[src/rtl/free_list_alloc.sv]
// rtl/free_list_alloc.sv - first-zero free-list allocator with occupancy vector and free count
// Optional illegal-free checking: define FREE_LIST_ALLOC_ERR_CHK_EN.
module free_list_alloc #(
    parameter int VEC_W = 16
) (
    input  logic                          Clk_i,
    input  logic                          RstN_i,
    input  logic                          AllocReq_i,
    output logic                          AllocGnt_o,
    output logic [$clog2(VEC_W)-1:0]      AllocIdx_o,
    input  logic                          FreeVld_i,
    input  logic [$clog2(VEC_W)-1:0]      FreeIdx_i,
    output logic [VEC_W-1:0]              BusyVec_o,
    output logic [$clog2(VEC_W+1)-1:0]    FreeCnt_o,
    output logic                          Full_o,
    output logic                          Empty_o,
    output logic                          FreeErr_o
);

    localparam int IDX_W = $clog2(VEC_W);
    localparam int CNT_W = $clog2(VEC_W + 1);
    localparam logic [IDX_W:0]   VEC_W_EXT = (IDX_W + 1)'(VEC_W);
    localparam logic [CNT_W-1:0] CNT_MAX   = CNT_W'(VEC_W);

    logic [VEC_W-1:0] busy_q, busy_d;
    logic [CNT_W-1:0] cnt_q, cnt_d;

    logic             full;
    logic             gnt;
    logic [IDX_W-1:0] sel_idx;
    logic [VEC_W-1:0] gnt_onehot;
    logic [VEC_W-1:0] free_onehot;
    logic             free_in_range;
    logic             free_hit;
    logic             free_ok;

    assign full = (cnt_q == '0);

    // Descending scan so the lowest-index zero bit wins; defaults to 0 when full.
    always_comb begin
        sel_idx = '0;
        for (int i = VEC_W - 1; i >= 0; i--) begin
            if (!busy_q[i]) begin
                sel_idx = IDX_W'(i);
            end
        end
    end

    assign gnt = AllocReq_i & ~full & RstN_i;

    always_comb begin
        gnt_onehot = '0;
        for (int i = 0; i < VEC_W; i++) begin
            if (gnt && (sel_idx == IDX_W'(i))) begin
                gnt_onehot[i] = 1'b1;
            end
        end
    end

    assign free_in_range = ({1'b0, FreeIdx_i} < VEC_W_EXT);

    always_comb begin
        free_hit    = 1'b0;
        free_onehot = '0;
        for (int i = 0; i < VEC_W; i++) begin
            if (FreeIdx_i == IDX_W'(i)) begin
                free_hit = busy_q[i];
                free_onehot[i] = FreeVld_i & free_in_range & busy_q[i];
            end
        end
    end

    assign free_ok = FreeVld_i & free_in_range & free_hit;

    // Granted bit is always a zero and freed bit always a one, so they never collide.
    always_comb begin
        busy_d = (busy_q | gnt_onehot) & ~free_onehot;
        cnt_d  = cnt_q;
        if (gnt && !free_ok) begin
            cnt_d = cnt_q - CNT_W'(1);
        end else if (free_ok && !gnt) begin
            cnt_d = cnt_q + CNT_W'(1);
        end
    end

    always_ff @(posedge Clk_i or negedge RstN_i) begin
        if (!RstN_i) begin
            busy_q <= '0;
            cnt_q  <= CNT_MAX;
        end else begin
            busy_q <= busy_d;
            cnt_q  <= cnt_d;
        end
    end

`ifdef FREE_LIST_ALLOC_ERR_CHK_EN
    logic err_q, err_d;

    assign err_d = err_q | (FreeVld_i & ~(free_in_range & free_hit));

    always_ff @(posedge Clk_i or negedge RstN_i) begin
        if (!RstN_i) begin
            err_q <= 1'b0;
        end else begin
            err_q <= err_d;
        end
    end

    assign FreeErr_o = err_q;
`else
    assign FreeErr_o = 1'b0;
`endif

    assign AllocGnt_o = gnt;
    assign AllocIdx_o = sel_idx;
    assign BusyVec_o  = busy_q;
    assign FreeCnt_o  = cnt_q;
    assign Full_o     = full;
    assign Empty_o    = (cnt_q == CNT_MAX);

endmodule

[config.mk]
export PLATFORM = sky130hd
export DESIGN_NAME = free_list_alloc
export DESIGN_NICKNAME = d
export VERILOG_FILES = /design/src/rtl/free_list_alloc.sv
export SDC_FILE = /design/constraint.sdc
export NUM_CORES = 1
export LEC_CHECK = 0
export ABC_AREA = 1
export CORE_UTILIZATION = 45
export CTS_CLUSTER_DIAMETER = 40
export DETAILED_ROUTE_END_ITERATION = 6
export PLACE_DENSITY = 0.83
export SLEW_MARGIN = 20
export SYNTH_ARGS = -nofsm -noshare
export SYNTH_HDL_FRONTEND = slang
export SYNTH_SLANG_ARGS = --single-unit
[constraint.sdc]
create_clock -name Clk_i -period 4.85 [get_ports Clk_i]
set_input_delay 0.7275 -clock Clk_i [delete_from_list [all_inputs] [get_ports Clk_i]]
set_output_delay 0.7275 -clock Clk_i [all_outputs]
set_load 0.02 [all_outputs]
==> key figures, run 1 <==
Clock network
  • H-tree levels: 1
  • Root Driver: clkbuf_4
  • Worst-path clk slew: 120 ps
  • Post_cts resized: 0
  • Clk sinks: 21
  • Skew-Pair Late Insertion Delay: ~300 ps
  • CTS Buf Count: 3
  • CTS Buffer Depth: 2
  • CTS tree: built
  • Hold buffer count at cts: 0
  • Postcts setup bufs: 0

STA
  • Worst hold slack: approximately 540 ps
  • F_max: about 270 MHz
  • # setup viols final: 0
  • Final Cycle Share: about three quarters
  • Unrepaired setup endpoints after global routing: false
  • Worst Slack Setup Final: 1190 ps
  • Minimum clock period after layout: 3660 ps
  • Final Hold Viols: 0
  • Setup TNS: 0 ps
  • Final Max Slew Viols: 0
  • Worst-case clock skew: 1.09 ps

Critical path
  • Source of the critical timing path: FreeIdx_i[1]
  • Crit-path cells: clkdlybuf4s50_1 -> inv_1 -> nor2_1 -> inv_1 -> nor3_1 -> nor2_1 -> nand3_1 -> nand2_1 -> nand3_1 -> nor3_1 -> nand4_1 -> nand2_1 -> nand3_1 -> nand2_1 -> ha_1 -> xor2_1 -> ha_1 -> a21oi_1 -> or2_1 -> o21ai_1 -> a21oi_1 -> o21ai_0 -> xor2_1
  • Worst reg2reg startpoint: BusyVec_o[0]
  • Worst-path fanout max: 6
  • Startpoint Class: primary input
  • CP Class: primary input to flop
  • Worst EP required: 5090 ps
  • Reg2Reg Setup Slack: ~1700 ps
  • CP max-delay cell: clkdlybuf4s50_1
  • Max incr delay on CP: between 500 and 600 ps
  • CP bufs+invs: 3
  • Worst path arrival time: 3900 ps
  • Top Family by Delay on Critical Path: simple AND/OR/NAND/NOR gates
  • CP endpoint kind: flop

Floorplan
  • Die H: around 61 um
  • Die W: 61.4 um
  • Num ports: 37
  • Die area: between 3000 and 4000 sq um
  • Initial Util: a little under half
  • Core box area: ~3400 sq um
  • Rows: 21

Layout
  • Design Area, Final: 1990 sq um
  • Fin nets: ~270
  • Share of cells above drive strength 1: a little over a tenth
  • Syn-to-layout area delta: 25.3%
  • N_diodes: 0

Placed design
  • Worst slack at placement: 931 ps
  • Port bufs: 35
  • Post-DP HPWL: between 3 and 4 mm
  • Cell Area, Placed: 1960 sq um
  • Final GP Congestion: between 0.9 and 1

Detailed routing
  • Wirelength per Cell: roughly 13 um
  • Vias/cell: between 5 and 6
  • Initial DRC Count: 108
  • Detail Route Antenna Nets: 0
  • First-pass DRT Iterations: 5
  • DR vias: between 1500 and 2000
  • Drt total wl: between 3 and 4 mm
  • DRC Markers: 0

Synth
  • Yosys cell types: 34
  • Mean Syn Cell Area: 7.08 sq um
  • Post-synthesis sequential area ratio: around a third
  • Largest family of logic cells by synthesized area: simple AND/OR/NAND/NOR gates
  • Mux contribution to synthesized area: 0%
  • Syn_nets: 235
  • Synthesized cell area: about 1600 sq um
  • Synth Area in Adders: about 2.4%
  • Compound-Gate Fraction of Synth Area: 11.1%
  • Simple-Gate Fraction of Synth Area: a little under two fifths
  • Yosys reg bits: 21
  • Post-Synthesis Cells: between 200 and 250
  • Post-Synth XOR/XNOR Area: 2.76%
  • Synth Warn #: 0

GRT
  • Largest net degree at the start of global routing: 23
  • Initial antenna violation count: 0
  • Total GRT Usage: approximately 22%
  • First-pass GRT wire length: 6.26 mm
  • Grt total ovfl: 0
  • Vias in the first global route: 1400

Run status
  • Status: completed

Worst hold path
  • Worst hold path type: flop to flop
  • HP Start: FreeCnt_o[4]

Power and ir drop
  • Leakage power total: 0.000898 uW
  • Max VDD drop: 0.302 mV
  • Overall power: between 1000 and 1500 uW
  • Power per Cell Area: between 600 and 700 nW/um^2

Flow run
  • Max Cap Violations: 0
==> metrics by stage <==
| step | utilization [%] | cells |
|---|---|---|
| 6_report | 59.1 | 305 |
| 5_1_grt | 59.1 | 305 |
| 4_1_cts | 59.1 | 305 |
| 3_5_place_dp | 58.3 | 301 |
| 3_3_place_gp | 58.3 | 301 |
| 2_1_floorplan | - | 224 |
==> Yosys cell counts <==
library cell   n  share of area (%)
nor3_1         9                2.8
ha_1           3                2.4
nor2_1        21                5.0
xor2_1         3                1.7
nand4_1       10                3.9
xnor2_1        2                1.1
a21oi_2        3                1.7
a21oi_1       14                4.4
nor3_2         4                2.5
clkbuf_8       1               0.87
buf_4          1               0.47
a31o_2         1               0.55
nor4_1         3                1.2
nand2_4        3                2.1
nor2_4         1               0.71
nand2_2        2               0.79
o21ai_1        1               0.32
nor2_2         2               0.79
clkbuf_1       2               0.47
dfstp_2        1                1.7
a22oi_1        2               0.95
a31oi_2        1               0.79
inv_2          4               0.95
buf_6          1               0.71
nand3_1       26                8.2
o211ai_1       1               0.47
nor3_4         1                1.0
o22ai_1        1               0.39
dfrtp_1       20                 32
inv_1         37                8.8
conb_1         1               0.24
o21ai_0        5                1.6
or2_1          1               0.39
nand2_1       36                8.5
==> layout by cell type, fill, tap and decap left out, drive strengths merged <==
| cell | instances |
|---|---|
| o22ai | 1 |
| inv | 41 |
| or2 | 1 |
| xnor2 | 2 |
| o211ai | 1 |
| nor2 | 24 |
| conb | 1 |
| dfrtp | 20 |
| nand4 | 10 |
| clkbuf | 4 |
| buf | 1 |
| nand2 | 41 |
| a31o | 1 |
| clkdlybuf4s50 | 35 |
| nor4 | 3 |
| ha | 3 |
| a22oi | 2 |
| dfstp | 1 |
| a31oi | 1 |
| xor2 | 3 |
| o21ai | 6 |
| a21oi | 17 |
| nor3 | 14 |
| nand3 | 26 |
==> final cells by class <==
class | instances | area, sq um
Clock buffer | 4 | 26.3
Inverter | 41 | 154
Sequential cell | 21 | 527
Timing Repair Buffer | 36 | 358
Multi-Input combinational cell | 157 | 865
Fill cell | 346 | 1380
Tap cell | 46 | 57.6
==> tightest hold or removal path, stage by stage, from the launching register on <==
cell and delay [ps]:
dfstp_2 390, inv_1 90, xor2_1 70
==> sequential cells by signal (all words and copies together), names as in the netlist <==
signal,count
BusyVec_o,16
FreeCnt_o,5
==> report_power, final <==
part           internal [uW]  switching, uW  total, uW  leakage [uW]
registers                260            129        389      0.000243
clock network           32.1           53.1       85.2     0.0000150
logic                    353            488        841      0.000639
==> cell families after synthesis <==
group	count (synthesis)
flops	21
compound gates	29
xor+xnor	5
fa+ha+maj	3
other cells	1
simple gates	119
buf+inv	46
==> layer usage <==
layer	track usage (%)	vias to the layer above	routed length (um)
met5	0	-	0
met2	35.7	84	1730
li1	-	806	-
met3	2.52	6	300
met4	3.81	0	55
met1	33.5	740	1810
==> worst paths after layout <==
path,end,cells after the start
max,FreeCnt_o[4],23
min,FreeCnt_o[4],2
max reg2reg,FreeCnt_o[4],20
min reg2reg,FreeCnt_o[4],2
max in group asynchronous,FreeCnt_o[4],2
min in group asynchronous,BusyVec_o[1],2
No activity file was read; power rests on OpenSTA's default activity.
==> run 2: changes to the inputs <==
Clock period 4.85 ns to 3.5 ns, I/O delays scaled along.
==> key figures, run 2 (synthesized netlist as in run 1, its figures left out) <==
Critical path
  • CP endpoint kind: flop
  • Worst path arrival time: 3480 ps (-420 ps)
  • Max incr delay on CP: 520 ps (about the same)
  • CP Class: primary input to flop
  • Worst reg2reg startpoint: BusyVec_o[2]
  • Depth of the most critical reg-to-reg path: 20 (unchanged)
  • CP bufs+invs: 1 (-2)
  • Reg2Reg Setup Slack: 540 ps (-1180 ps)
  • Startpoint Class: primary input
  • Worst EP required: 3740 ps (-1350 ps)
  • CP most frequent cell: nand3_1
  • Top Family by Delay on Critical Path: simple AND/OR/NAND/NOR gates
  • CP max-delay cell: clkdlybuf4s50_1
  • RR Endpoint: FreeCnt_o[4]
  • Crit-path cells: clkdlybuf4s50_1 -> nor2_1 -> nand3_1 -> o21ai_0 -> nor2_1 -> nand3_1 -> nand2_1 -> nand3_1 -> nor3_1 -> nand4_1 -> nand2_1 -> nand3_1 -> nand2_2 -> ha_4 -> xor2_2 -> ha_1 -> a21oi_1 -> or2_1 -> o21ai_2 -> a21oi_1 -> o21ai_0 -> xor2_1
  • Worst-path fanout max: 4 (-2)

STA
  • Unrepaired setup endpoints after global routing: false
  • Final Cycle Share: between 90% and 100%
  • # setup viols final: 0 (unchanged)
  • F_max: between 300 and 400 MHz
  • Final Max Slew Viols: 0 (unchanged)
  • Worst-case clock skew: 12.5 ps (+11.4 ps)
  • Worst hold slack: 547 ps (+5.06 ps)
  • Minimum clock period after layout: 3240 ps
  • Final Hold Viols: 0 (unchanged)

GRT
  • Largest net degree at the start of global routing: 22 (-4.3%)
  • Initial antenna violation count: 0 (unchanged)
  • First-pass GRT wire length: 6.83 mm (+9.2%)
  • Grt total ovfl: 0 (unchanged)
  • Vias in the first global route: 1539 (+9.9%)
  • Total GRT Usage: 24.9% (+2.5 points)

Placed design
  • Final GP Congestion: 0.991 (+5.5%)
  • Port bufs: 35 (unchanged)
  • Post-DP HPWL: 3.36 mm (+10%)

Detailed routing
  • Detail Route Antenna Nets: 0 (unchanged)
  • First-pass DRT Iterations: 5 (unchanged)
  • Vias/cell: 5.38 (+0.24%)
  • DRC Markers: 0 (unchanged)
  • Initial DRC Count: 126 (+17%)
  • DR vias: 1699 (+3.9%)
  • Wirelength per Cell: 13.5 um (+5.8%)
  • Drt total wl: 4.28 mm (+9.6%)

Layout
  • Most common cell after layout, fill and taps aside: inv_1
  • N_diodes: 0 (unchanged)
  • Register area: 527 sq um (unchanged)
  • Share of cells above drive strength 1: 16.3% (+5.9 points)
  • Syn-to-layout area delta: 32.8%
  • Fin nets: 282 (+4.1%)
  • # fillers: 319 (-7.8%)
  • Combined area of the multi-input logic cells: 898 sq um (+3.9%)
  • Max reg flops: 16 (unchanged)
  • Most frequent cells in the layout: inv_1, nand2_1, clkdlybuf4s50_1, nand3_1

Worst hold path
  • Worst hold endpoint: FreeCnt_o[4]
  • HP Start: FreeCnt_o[4]
  • Worst hold stages: 2 (unchanged)
  • Worst hold path type: flop to flop

Floorplan
  • Num ports: 37 (unchanged)
  • Die H: 61.4 um (unchanged)
  • Core box area: 3360 sq um (unchanged)
  • Die area: 3760 sq um (unchanged)
  • Initial Util: 47.1% (unchanged)
  • Rows: 21 (unchanged)
  • Die W: 61.4 um (unchanged)

Power and ir drop
  • Switching share of total power: 50.9% (about the same)
  • Power per Cell Area: 890 nW/um^2 (+34%)
  • Overall power: 1870 uW (+43%)
  • Net Switching: 954 uW (+42%)
  • Sequential share of power: 28.1% (-1.5 points)
  • Max VDD drop: 0.452 mV (+49%)
  • Leakage power total: 0.000965 uW (+7.5%)
  • Internal power: 920 uW (+43%)
  • Clock Power Share: 6.5% (about the same)
  • Logic pwr share: 65.4% (+1.5 points)

Clock network
  • Postcts setup bufs: 0 (unchanged)
  • CTS Buf Count: 3 (unchanged)
  • Hold buffer count at cts: 0 (unchanged)
  • Skew-Pair Late Insertion Delay: 320 ps (+20 ps)
  • H-tree levels: 1 (unchanged)
  • Worst-path clk slew: 110 ps (about the same)
  • Clk sinks: 21 (unchanged)
  • Post_cts resized: 0 (unchanged)
  • CTS tree: built
  • Root Driver: clkbuf_4
  • CTS Buffer Depth: 2 (unchanged)

Flow run
  • Max Cap Violations: 0 (unchanged)

Run status
  • Status: completed
[run 2: layout make-up]
cell class,instances,share of cell area (%)
clock buffers,4,1.25
inverters,41,7.31
multi-input cells,157,42.7
flip-flops and latches,21,25.0
well taps,46,2.73
repair buffers,47,21.0
[run 2: per-layer routing]
layer / routed length (um) / share of wire [%] / up-vias / track usage [%]
li1: - / - / 831 / -
met5: 0 / 0 / - / 0
met1: 1860 / 43 / 775 / 33.3
met2: 2020 / 47 / 87 / 42.5
met4: 51 / 1.2 / 0 / 6.67
met3: 348 / 8.1 / 6 / 3.57
[run 2: power groups by stage]
stage / logic (uW) / registers [uW] / clock network, uW
after floorplan: 634 / 632 / 0
after global routing: 1330 / 548 / 135
after global placement: 1180 / 527 / 0
after detailed placement: 1210 / 529 / 0
final: 1220 / 527 / 122
after CTS: 1210 / 525 / 124
[run 2: tightest hold or removal path, stage by stage, from the launching register on]
cell and delay, ps:
dfstp_2 390, inv_1 90, xor2_1 70
[run 2: worst max-delay path by stage]
stage | slack, ps | cells after the start | start | to
2_1_floorplan | 620 | 21 | FreeIdx_i[2] | FreeCnt_o[4]
6_report | 260 | 22 | FreeIdx_i[1] | FreeCnt_o[4]
3_3_place_gp | 50 | 22 | FreeIdx_i[2] | FreeCnt_o[4]
4_1_cts | 190 | 22 | FreeIdx_i[2] | FreeCnt_o[4]
5_1_grt | 4 | 22 | FreeIdx_i[1] | FreeCnt_o[4]
3_5_place_dp | -140 | 22 | FreeIdx_i[2] | FreeCnt_o[4]
[run 2: metrics by stage]
step	setup slack, ps	utilization [%]	area (sq um)	cells	setup TNS (ps)
after global placement	52.7	60.8	2040	312	0
after CTS	187	61.5	2070	316	0
after detailed placement	-136	60.8	2040	312	-136
after global routing	4.40	62.6	2110	316	0
after floorplan	623	-	1590	224	0
final	260	62.6	2110	316	0
